$ cat src/rtl/prog_loader.sv
// -----------------------------------------------------------------------------
// prog_loader
//
// Writer side of the processor's program RAM. Receives a byte stream from the
// host/serial front end, assembles 16-bit words (high byte first), writes the
// image into the program RAM and releases the processor via `start` once the
// whole image has been checked against its trailing checksum.
//
// Stream: header word N (1..MAX_WORDS), N data words, checksum word equal to
// the 16-bit wrap-around sum of the data words.
//
// Ports
//   clk           system clock, rising edge
//   rst_n         asynchronous active-low reset
//   load_req      single-cycle pulse, begins a new image load when not busy
//   byte_valid    byte_data holds a valid byte
//   byte_data     incoming stream byte
//   byte_ready    loader accepts a byte (transfer on byte_valid & byte_ready)
//   ram_write_en  one-cycle program RAM write strobe
//   ram_addr      program RAM write address (held between strobes)
//   ram_din       program RAM write data (held between strobes)
//   start         high while a verified image sits in RAM
//   busy          high in any receive state
//   error         high when the last load failed
//   words_loaded  data words written in the current/last load
// -----------------------------------------------------------------------------
module prog_loader #(
    parameter int ADDR_WIDTH = 7,
    parameter int MAX_WORDS  = 128
) (
    input  logic                  clk,
    input  logic                  rst_n,
    input  logic                  load_req,
    input  logic                  byte_valid,
    input  logic [7:0]            byte_data,
    output logic                  byte_ready,
    output logic                  ram_write_en,
    output logic [ADDR_WIDTH-1:0] ram_addr,
    output logic [15:0]           ram_din,
    output logic                  start,
    output logic                  busy,
    output logic                  error,
    output logic [7:0]            words_loaded
);

    // One extra bit so that N == 2**ADDR_WIDTH is representable.
    localparam int CNT_W = ADDR_WIDTH + 1;

    typedef enum logic [2:0] {
        S_IDLE,
        S_RX_COUNT,
        S_RX_DATA,
        S_RX_CSUM,
        S_DONE,
        S_ERROR
    } state_t;

    // -------------------------------------------------------------------------
    // State and datapath registers
    // -------------------------------------------------------------------------
    state_t                state_q,   state_d;
    logic                  phase_q,   phase_d;   // 0: expecting high byte
    logic [7:0]            hi_q,      hi_d;      // latched high byte
    logic [CNT_W-1:0]      count_q,   count_d;   // N from the header
    logic [ADDR_WIDTH-1:0] index_q,   index_d;   // next RAM address to write
    logic [15:0]           csum_q,    csum_d;    // running sum of data words
    logic [7:0]            words_q,   words_d;
    logic                  we_q,      we_d;
    logic [ADDR_WIDTH-1:0] addr_q,    addr_d;
    logic [15:0]           din_q,     din_d;

    // -------------------------------------------------------------------------
    // Handshake and word assembly helpers
    // -------------------------------------------------------------------------
    logic        accept;      // a byte is transferred this cycle
    logic        word_done;   // the accepted byte is the low byte of a word
    logic [15:0] word_w;      // the word completed this cycle
    logic        restart;     // load_req honoured (only outside receive states)
    logic        hdr_bad;     // header N outside 1..MAX_WORDS
    logic        last_word;   // the data word being completed is word N-1

    always_comb begin
        accept    = byte_valid & byte_ready;
        word_done = accept & phase_q;
        word_w    = {hi_q, byte_data};
        restart   = load_req & ((state_q == S_IDLE) ||
                                (state_q == S_DONE) ||
                                (state_q == S_ERROR));
        hdr_bad   = (word_w == 16'd0) || (word_w > 16'(MAX_WORDS));
        // Compare in CNT_W bits: index wraps to 0 after the 2**ADDR_WIDTH-th
        // word, but this comparison sees index+1 == N first and leaves RX_DATA.
        last_word = (({1'b0, index_q} + CNT_W'(1)) == count_q);
    end

    // -------------------------------------------------------------------------
    // FSM: state register
    // -------------------------------------------------------------------------
    // NOTE: sequential blocks use non-blocking assignments only, so every flop
    // samples the pre-edge value of every other flop regardless of block order.
    always_ff @(posedge clk or negedge rst_n) begin
        if (!rst_n) begin
            state_q <= S_IDLE;
        end else begin
            state_q <= state_d;
        end
    end

    // -------------------------------------------------------------------------
    // FSM: next-state logic
    // -------------------------------------------------------------------------
    // NOTE: every combinational output gets a default before the case so no
    // path leaves it unassigned, which would otherwise infer a latch.
    always_comb begin
        state_d = state_q;
        unique case (state_q)
            S_IDLE, S_DONE, S_ERROR: begin
                if (restart) begin
                    state_d = S_RX_COUNT;
                end
            end
            S_RX_COUNT: begin
                if (word_done) begin
                    state_d = hdr_bad ? S_ERROR : S_RX_DATA;
                end
            end
            S_RX_DATA: begin
                if (word_done && last_word) begin
                    state_d = S_RX_CSUM;
                end
            end
            S_RX_CSUM: begin
                if (word_done) begin
                    state_d = (word_w == csum_q) ? S_DONE : S_ERROR;
                end
            end
            default: state_d = S_IDLE;
        endcase
    end

    // -------------------------------------------------------------------------
    // FSM: state-decoded outputs. start/error come straight from registered
    // state, so start rises the cycle after the final checksum byte.
    // -------------------------------------------------------------------------
    always_comb begin
        byte_ready = 1'b0;
        busy       = 1'b0;
        start      = 1'b0;
        error      = 1'b0;
        unique case (state_q)
            S_RX_COUNT, S_RX_DATA, S_RX_CSUM: begin
                byte_ready = 1'b1;
                busy       = 1'b1;
            end
            S_DONE:  start = 1'b1;
            S_ERROR: error = 1'b1;
            default: ;
        endcase
    end

    // -------------------------------------------------------------------------
    // Datapath next-state logic
    // -------------------------------------------------------------------------
    always_comb begin
        phase_d = phase_q;
        hi_d    = hi_q;
        count_d = count_q;
        index_d = index_q;
        csum_d  = csum_q;
        words_d = words_q;
        we_d    = 1'b0;      // strobe is a single-cycle pulse
        addr_d  = addr_q;    // address/data hold between strobes
        din_d   = din_q;

        if (restart) begin
            phase_d = 1'b0;
            index_d = '0;
            csum_d  = '0;
            words_d = '0;
        end else if (accept) begin
            phase_d = ~phase_q;
            if (!phase_q) begin
                hi_d = byte_data;
            end
            if (word_done) begin
                unique case (state_q)
                    S_RX_COUNT: begin
                        count_d = word_w[CNT_W-1:0];
                    end
                    S_RX_DATA: begin
                        // Registered write: the strobe appears exactly one
                        // cycle after the low-byte handshake.
                        we_d    = 1'b1;
                        addr_d  = index_q;
                        din_d   = word_w;
                        csum_d  = csum_q + word_w;
                        index_d = index_q + ADDR_WIDTH'(1);
                        words_d = words_q + 8'd1;
                    end
                    default: ;
                endcase
            end
        end
    end

    // -------------------------------------------------------------------------
    // Datapath registers. The program RAM itself lives outside this block and
    // is deliberately not cleared on reset; only the loader's own state is.
    // -------------------------------------------------------------------------
    always_ff @(posedge clk or negedge rst_n) begin
        if (!rst_n) begin
            phase_q <= 1'b0;
            hi_q    <= '0;
            count_q <= '0;
            index_q <= '0;
            csum_q  <= '0;
            words_q <= '0;
            we_q    <= 1'b0;
            addr_q  <= '0;
            din_q   <= '0;
        end else begin
            phase_q <= phase_d;
            hi_q    <= hi_d;
            count_q <= count_d;
            index_q <= index_d;
            csum_q  <= csum_d;
            words_q <= words_d;
            we_q    <= we_d;
            addr_q  <= addr_d;
            din_q   <= din_d;
        end
    end

    assign ram_write_en = we_q;
    assign ram_addr     = addr_q;
    assign ram_din      = din_q;
    assign words_loaded = words_q;

endmodule
$ cat config.mk
export PLATFORM = sky130hd
export DESIGN_NAME = prog_loader
export DESIGN_NICKNAME = d
export VERILOG_FILES = /design/src/rtl/prog_loader.sv
export SDC_FILE = /design/constraint.sdc
export NUM_CORES = 1
export LEC_CHECK = 0
export ABC_AREA = 0
export CORE_ASPECT_RATIO = 0.8
export CORE_MARGIN = 4
export CORE_UTILIZATION = 42
export CTS_BUF_LIST = sky130_fd_sc_hd__clkbuf_8
export CTS_CLUSTER_DIAMETER = 80
export DETAILED_ROUTE_END_ITERATION = 7
export SETUP_SLACK_MARGIN = 0.5
export SLEW_MARGIN = 5
export SYNTH_ARGS = -nofsm -noshare
export SYNTH_HDL_FRONTEND = slang
export SYNTH_SLANG_ARGS = --single-unit
$ cat constraint.sdc
create_clock -name clk -period 3 [get_ports clk]
set_clock_uncertainty 0.15 [all_clocks]
set_input_delay 0.75 -clock clk [delete_from_list [all_inputs] [get_ports clk]]
set_output_delay 0.75 -clock clk [all_outputs]
set_load 0.05 [all_outputs]
==> results of run 1 <==
how the worst min path moves through the flow:
stage | start | to | cells after the start
finish | rst_n | ram_din[5] | 1
global route | rst_n | ram_din[5] | 1
CTS | rst_n | ram_din[5] | 1
detailed placement | ram_din[10] | ram_din[10] | 2
global placement | ram_din[12] | ram_din[12] | 2
floorplan | rst_n | count_q[0] | 0
metal layers:
metal	routed length (um)	share of wire (%)	vias up
met2	4334	43	69
met5	0	0	-
met3	472	4.7	15
met1	5161	51	1641
met4	154	1.5	0
li1	-	-	1671
logic make-up after synthesis:
logic type                 after synthesis
DFF                                     75
muxes                                   20
xor gates and xnor gates                30
AOI/OAI and AO/OA                       76
and+or+nand+nor                        196
adders and majority gates               18
buffers and inverters                   28
what timing repair did:
item,CTS,global route
pin swaps,10,13
setup buffers,3,1
resized for setup,41,15
setup endpoints to repair,20,12
cells in the final DEF, fill, tap and decap left out, types with 13 or more instances in the layout:
cell	n
nand3_1	26
nor2_1	28
xnor2_1	13
nand2_1	98
o21ai_0	26
dfrtp_1	75
clkdlybuf4s50_1	28
a21oi_1	15
mux2_2	16
buf_4	35
xor2_1	17
power groups by stage:
| stage | clock network [W] | logic, W | registers [W] |
|---|---|---|---|
| 2_1_floorplan | 0 | 0.000670 | 0.00128 |
| 3_3_place_gp | 0 | 0.000909 | 0.00133 |
| 3_5_place_dp | 0 | 0.000920 | 0.00134 |
| 4_1_cts | 0.000693 | 0.000932 | 0.00132 |
| 5_1_grt | 0.000742 | 0.00101 | 0.00134 |
| 6_report | 0.000670 | 0.000925 | 0.00131 |
registers in the layout, summed over array words and instances, names as in the netlist:
signal,cells
csum_q,16
ram_din,16
count_q,8
hi_q,8
words_loaded,8
index_q,7
ram_addr,7
state_q,3
phase_q,1
ram_write_en,1
synthesized netlist by cell type (all sizes together), types with 6 or more instances:
| master | number | area (um^2) |
|---|---|---|
| a21oi | 18 | 90.09 |
| buf | 12 | 62.55 |
| clkbuf | 8 | 30.03 |
| dfrtp | 75 | 1877 |
| ha | 17 | 212.7 |
| inv | 7 | 26.28 |
| mux2 | 17 | 191.4 |
| nand2 | 99 | 374.1 |
| nand3 | 27 | 135.1 |
| nor2 | 33 | 136.4 |
| nor4 | 6 | 43.79 |
| o21ai | 33 | 165.2 |
| xnor2 | 13 | 113.9 |
| xor2 | 17 | 148.9 |
final cells by class:
type | count | area, um^2
clock buffers | 9 | 123.9
repair buffers | 83 | 742.0
fillers | 874 | 4114
well taps | 115 | 143.9
clock inverters | 7 | 37.54
inverters | 8 | 30.03
multi-input cells | 340 | 2202
flip-flops and latches | 75 | 1877
stage by stage:
step	utilization [%]	instances	setup slack, ns
final	55.62	637	0.5541
after global placement	52.40	617	-0.05127
after global routing	55.62	637	0.4881
after CTS	55.35	636	0.5031
after floorplan	-	443	0.5315
after detailed placement	52.40	617	-0.1186
==> results by group, run 1 <==
Setup path
  • Worst r2r dst: state_q[0]
  • Crit path capture type: primary output
  • Worst Setup EP: words_loaded[7]
  • WP data required: 2.10 ns
  • Worst r2r src: index_q[0]
  • Worst Reg-to-Reg Cells: 7
  • Crit-path max cell delay: 0.81 ns
  • CP Max Fanout: 2
  • Path length in cells of the critical path: 1
  • Worst path buffer plus inverter count: 1
  • Top delay family on crit path: buffers and inverters
  • Slowest CP cell: clkdlybuf4s50_1
  • Crit path kind: flip-flop to primary output
  • CP cell instances: clkdlybuf4s50_1
  • WP data arrival: 1.55 ns
  • Flop2flop setup slack: 0.69 ns
  • Setup crit start: words_loaded[7]
  • Worst setup SP type: flip-flop

Global routing
  • Initial antenna violation count: 0
  • GR Layer Usage met2: 29.15%
  • First-pass GRT wire length: 17330 um
  • M1 GR Usage: 27.26%
  • Gr ovfl total: 0
  • Busiest grt layer: met2
  • Largest net degree at the start of global routing: 66
  • Met3 usage: 5.229%
  • Vias in the first global route: 3458
  • All-layer global routing usage: 19.29%

Synth
  • Synth Cell Area: 4073 um^2
  • Syn Area/Cell: 9.193 um^2
  • Synth Area in Simple Gates: 22.09%
  • Compound-cell area share of the yosys netlist: 11.21%
  • Synth cell types: 53
  • FFs w/ async S/R, synth: 100.0%
  • Adder-cell share of the synthesized area: 5.714%
  • Warnings, synthesis: 0
  • Post-synth EDFFs: 0
  • Synthesized flop and latch total: 75
  • Net Count, Synth: 473
  • Xor and xnor fraction of the mapped netlist area: 6.452%
  • Seq/Total Area, Yosys: 46.08%
  • Top_reg_cell synth: dfrtp_1
  • Main combinational cell family by area after synthesis: simple AND/OR/NAND/NOR gates
  • Mux cell area share after synthesis: 5.438%
  • Gate Count Post-Synth: 443

Timing
  • Setup TNS: 0 ns
  • Slew @ Worst Pin: 0.6397 ns
  • Min Hold Slack: 0.2582 ns
  • Max-slew violation count: 0
  • Final Setup Violations: 0
  • Fmax: 408.8 MHz
  • Min cycle time layout: 2.446 ns
  • RSZ-0062 raised after global routing: true
  • Final hold violation count: 0
  • Final period util: 81.53%
  • Slew headroom: 57.36%

Floorplanning
  • Initial core utilization: 43.93%
  • Die W: 118.1 um
  • I/O pin cnt: 48
  • Die height: 96.08 um
  • Site row count: 31
  • Core ar.: 9270 um^2
  • Die area: 11350 um^2

Drt
  • Initial DRC count: 218
  • WL per Instance: 15.89 um
  • Via Count: 3396
  • DR pass1 iterations: 5
  • DRC Markers: 0
  • Final wirelength: 10120 um
  • Via-to-Cell Ratio: 5.331
  • Antenna viol nets, final: 0

Clock network
  • CTS clk-pin slew, worst paths: 0.08 ns
  • Num CTS Buffers: 9
  • CTS tree: yes
  • Clock insertion delay at the later pin of the skew report: 0.36 ns
  • CTS Hold Buffers Added: 0
  • Clock Tree Root: clkbuf_8
  • H-tree Lvls: 3
  • Maximum root-to-sink buffer count: 2
  • Clock sink total: 75

Place
  • HPWL after detailed placement: 7096 um
  • Placement Cell Area: 4857 um^2
  • Placer Congestion: 0.8938
  • PortBufs: 47

Pwr
  • Sequential fraction of design power: 45.2%
  • Int Power: 0.001830 W
  • Leakage Power: 2.462 nW
  • Switching share of total power: 37.09%
  • Clk pwr share: 23.0%
  • Power density cells: 564.2 nW/um^2
  • Final Power: 0.002909 W
  • Psw: 0.001079 W
  • Comb pwr share: 31.8%
  • Maximum VDD drop: 0.2644 mV

Layout
  • Share of cells above drive strength 1: 19.54%
  • Post-layout nets: 547
  • # diodes: 0
  • Final Cell Area: 5156 um^2
  • Area Overhead vs Synth: 26.61%

Run
  • Max-cap violations: 0

Status
  • Status: complete, no violations

Hold path
  • Hold WC Path Type: input pin to asynchronous set/reset pin
(Power assumes the default switching activity.)
==> run 2: changes to the inputs <==
PLACE_DENSITY = 0.65   (was not set)
clock period = 2.1 ns   (was 3 ns; I/O delays follow)
==> run 2 against run 1 <==
Against the previous run: the flow now finishes with violations (setup timing); worst hold slack got worse by 0.24 ns; first-iteration DRC count increased by 80%; setup slack got worse by 0.72 ns; sequential power increased by 46%; cell area increased by 49%; non-clock buffer count increased by 127; combinational power increased to 3.1 times the previous value; die area unchanged; clock-buffer cell count unchanged; wire length increased by 74%; critical path depth increased by 6; global-route usage increased by 6.3 points; critical endpoint is now state_q[0]; largest cell class unchanged.
==> results by group, run 2 (synthesis results as in run 1) <==
Clock network
  • CTS tree: yes
  • CTS Hold Buffers Added: 0
  • H-tree Lvls: 3
  • Clock insertion delay at the later pin of the skew report: 0.38 ns
  • Num CTS Buffers: 9
  • Maximum root-to-sink buffer count: 2
  • Clock Tree Root: clkbuf_8
  • CTS clk-pin slew, worst paths: 0.09 ns
  • Clock sink total: 75

Layout
  • Area Overhead vs Synth: 88.69%
  • # diodes: 0
  • Post-layout nets: 675
  • Commonest cells after routing, fill and taps aside: buf_4 (112), dfrtp_1 (68), buf_6 (56)
  • Fin util: 82.90%
  • Most common cell after layout, fill and taps aside: buf_4
  • Share of cells above drive strength 1: 63.08%
  • Filler cells: 445

Global routing
  • Gr ovfl total: 0
  • Vias in the first global route: 4226
  • Initial antenna violation count: 0
  • First-pass GRT wire length: 22550 um
  • All-layer global routing usage: 25.63%
  • Largest net degree at the start of global routing: 76

Timing
  • Slew @ Worst Pin: 0.4531 ns
  • Setup TNS: -0.8041 ns
  • Min cycle time layout: 2.269 ns
  • Final period util: 108.1%
  • Final Setup Violations: 8
  • Max-slew violation count: 0
  • Fmax: 440.7 MHz
  • Worst setup margin: -0.1693 ns
  • RSZ-0062 raised after global routing: true
  • Slew headroom: 69.79%
  • Final hold violation count: 0

Drt
  • Via Count: 4528
  • WL per Instance: 23.00 um
  • Antenna viol nets, final: 0
  • Final wirelength: 17600 um
  • DR pass1 iterations: 5
  • DRC Markers: 0
  • Initial DRC count: 393
  • Via-to-Cell Ratio: 5.919

Run
  • Max-cap violations: 0

Floorplanning
  • Die height: 96.08 um
  • Die W: 118.1 um
  • Die area: 11350 um^2
  • I/O pin cnt: 48
  • Initial core utilization: 43.93%
  • Core ar.: 9270 um^2
  • Site row count: 31

Place
  • PortBufs: 47
  • Placer Congestion: 0.8488
  • HPWL after detailed placement: 7940 um

Setup path
  • WP data arrival: 2.39 ns
  • Setup crit start: csum_q[2]
  • CP Max Fanout: 5
  • WP data required: 2.22 ns
  • Crit path kind: flip-flop to flip-flop
  • Worst setup SP type: flip-flop
  • Crit path capture type: flip-flop
  • Worst r2r src: csum_q[2]

Status
  • Failing checks: setup timing
  • Status: finished with violations

Pwr
  • Maximum VDD drop: 0.5677 mV
  • Leakage Power: 3.619 nW
  • Power density cells: 795.2 nW/um^2

Hold path
  • Hold WC Path Type: input pin to asynchronous set/reset pin
==> run 2: cell types whose count changed in the layout (fill, tap and decap cells not counted), sizes merged, moves of 2 or more <==
cell	delta
bufinv	+2
dlygate4sd2	-10
clkinv	-2
clkbuf	+2
clkdlybuf4s15	+2
dlymetal6s2s	-2
buf	+162
clkdlybuf4s50	-27
==> run 2: worst paths after layout <==
| kind | endpoint | slack [ns] | cells past startpoint |
|---|---|---|---|
| setup reg to reg | state_q[0] | -0.17 | 7 |
| min in group clk | ram_din[5] | 0.36 | 4 |
| hold / removal | ram_din[4] | 0.01 | 2 |
| setup / recovery | state_q[0] | -0.17 | 7 |
| hold reg to reg | ram_din[11] | 0.38 | 2 |
| max in group asynchronous | words_loaded[2] | 1.44 | 2 |
==> run 2: report_power, final <==
| group | internal [W] | switching [W] | total [W] | leakage (nW) |
|---|---|---|---|---|
| registers | 0.00163 | 0.000279 | 0.00191 | 0.995 |
| logic | 0.00147 | 0.00141 | 0.00287 | 2.51 |
| clock network | 0.000678 | 0.000653 | 0.00133 | 0.110 |
==> run 2: repair_timing <==
action | CTS | global route
endpoints found under the hold margin | 0 | 0
resized for setup | 228 | 132
endpoints found under the setup margin | 109 | 111
pin swaps | 67 | 80
buffers inserted | 47 | 38
cloned | 11 | 1
==> run 2: routing by layer <==
layer / track usage (%) / wire length [um]
met5: 0 / 0
met4: 8.390 / 668
met3: 5.699 / 1251
met2: 42.32 / 8911
met1: 33.90 / 6764
==> run 2: final cells by class <==
| class | instances | area (um^2) | area share [%] |
|---|---|---|---|
| clock inverters | 7 | 98.84 | 1.286 |
| well taps | 115 | 143.9 | 1.872 |
| flip-flops and latches | 75 | 1886 | 24.54 |
| repair buffers | 210 | 2261 | 29.42 |
| clock buffers | 9 | 123.9 | 1.612 |
| multi-input cells | 341 | 3134 | 40.78 |
| inverters | 8 | 37.54 | 0.4884 |
==> run 2: stage by stage <==
step | cells | power (W) | worst slack [ns] | hold slack (ns) | area (um^2)
2_1_floorplan | 443 | 0.002872 | -0.04237 | 0.07941 | 4272
3_3_place_gp | 652 | 0.003617 | -0.7061 | 0.3101 | 5253
3_5_place_dp | 652 | 0.003669 | -0.7316 | 0.3140 | 5253
4_1_cts | 726 | 0.005451 | -0.1023 | 0.03519 | 6799
5_1_grt | 765 | 0.006259 | -0.2183 | 0.04646 | 7685
6_report | 765 | 0.006111 | -0.1693 | 0.01467 | 7685
==> run 2: critical path, cell delays in order (launching register included) <==
cell	delay (ns)
dfrtp_1	0.42
ha_4	0.26
buf_4	0.14
nor4_1	0.37
nand4_1	0.20
o21bai_1	0.27
a22oi_2	0.08
mux2_4	0.27
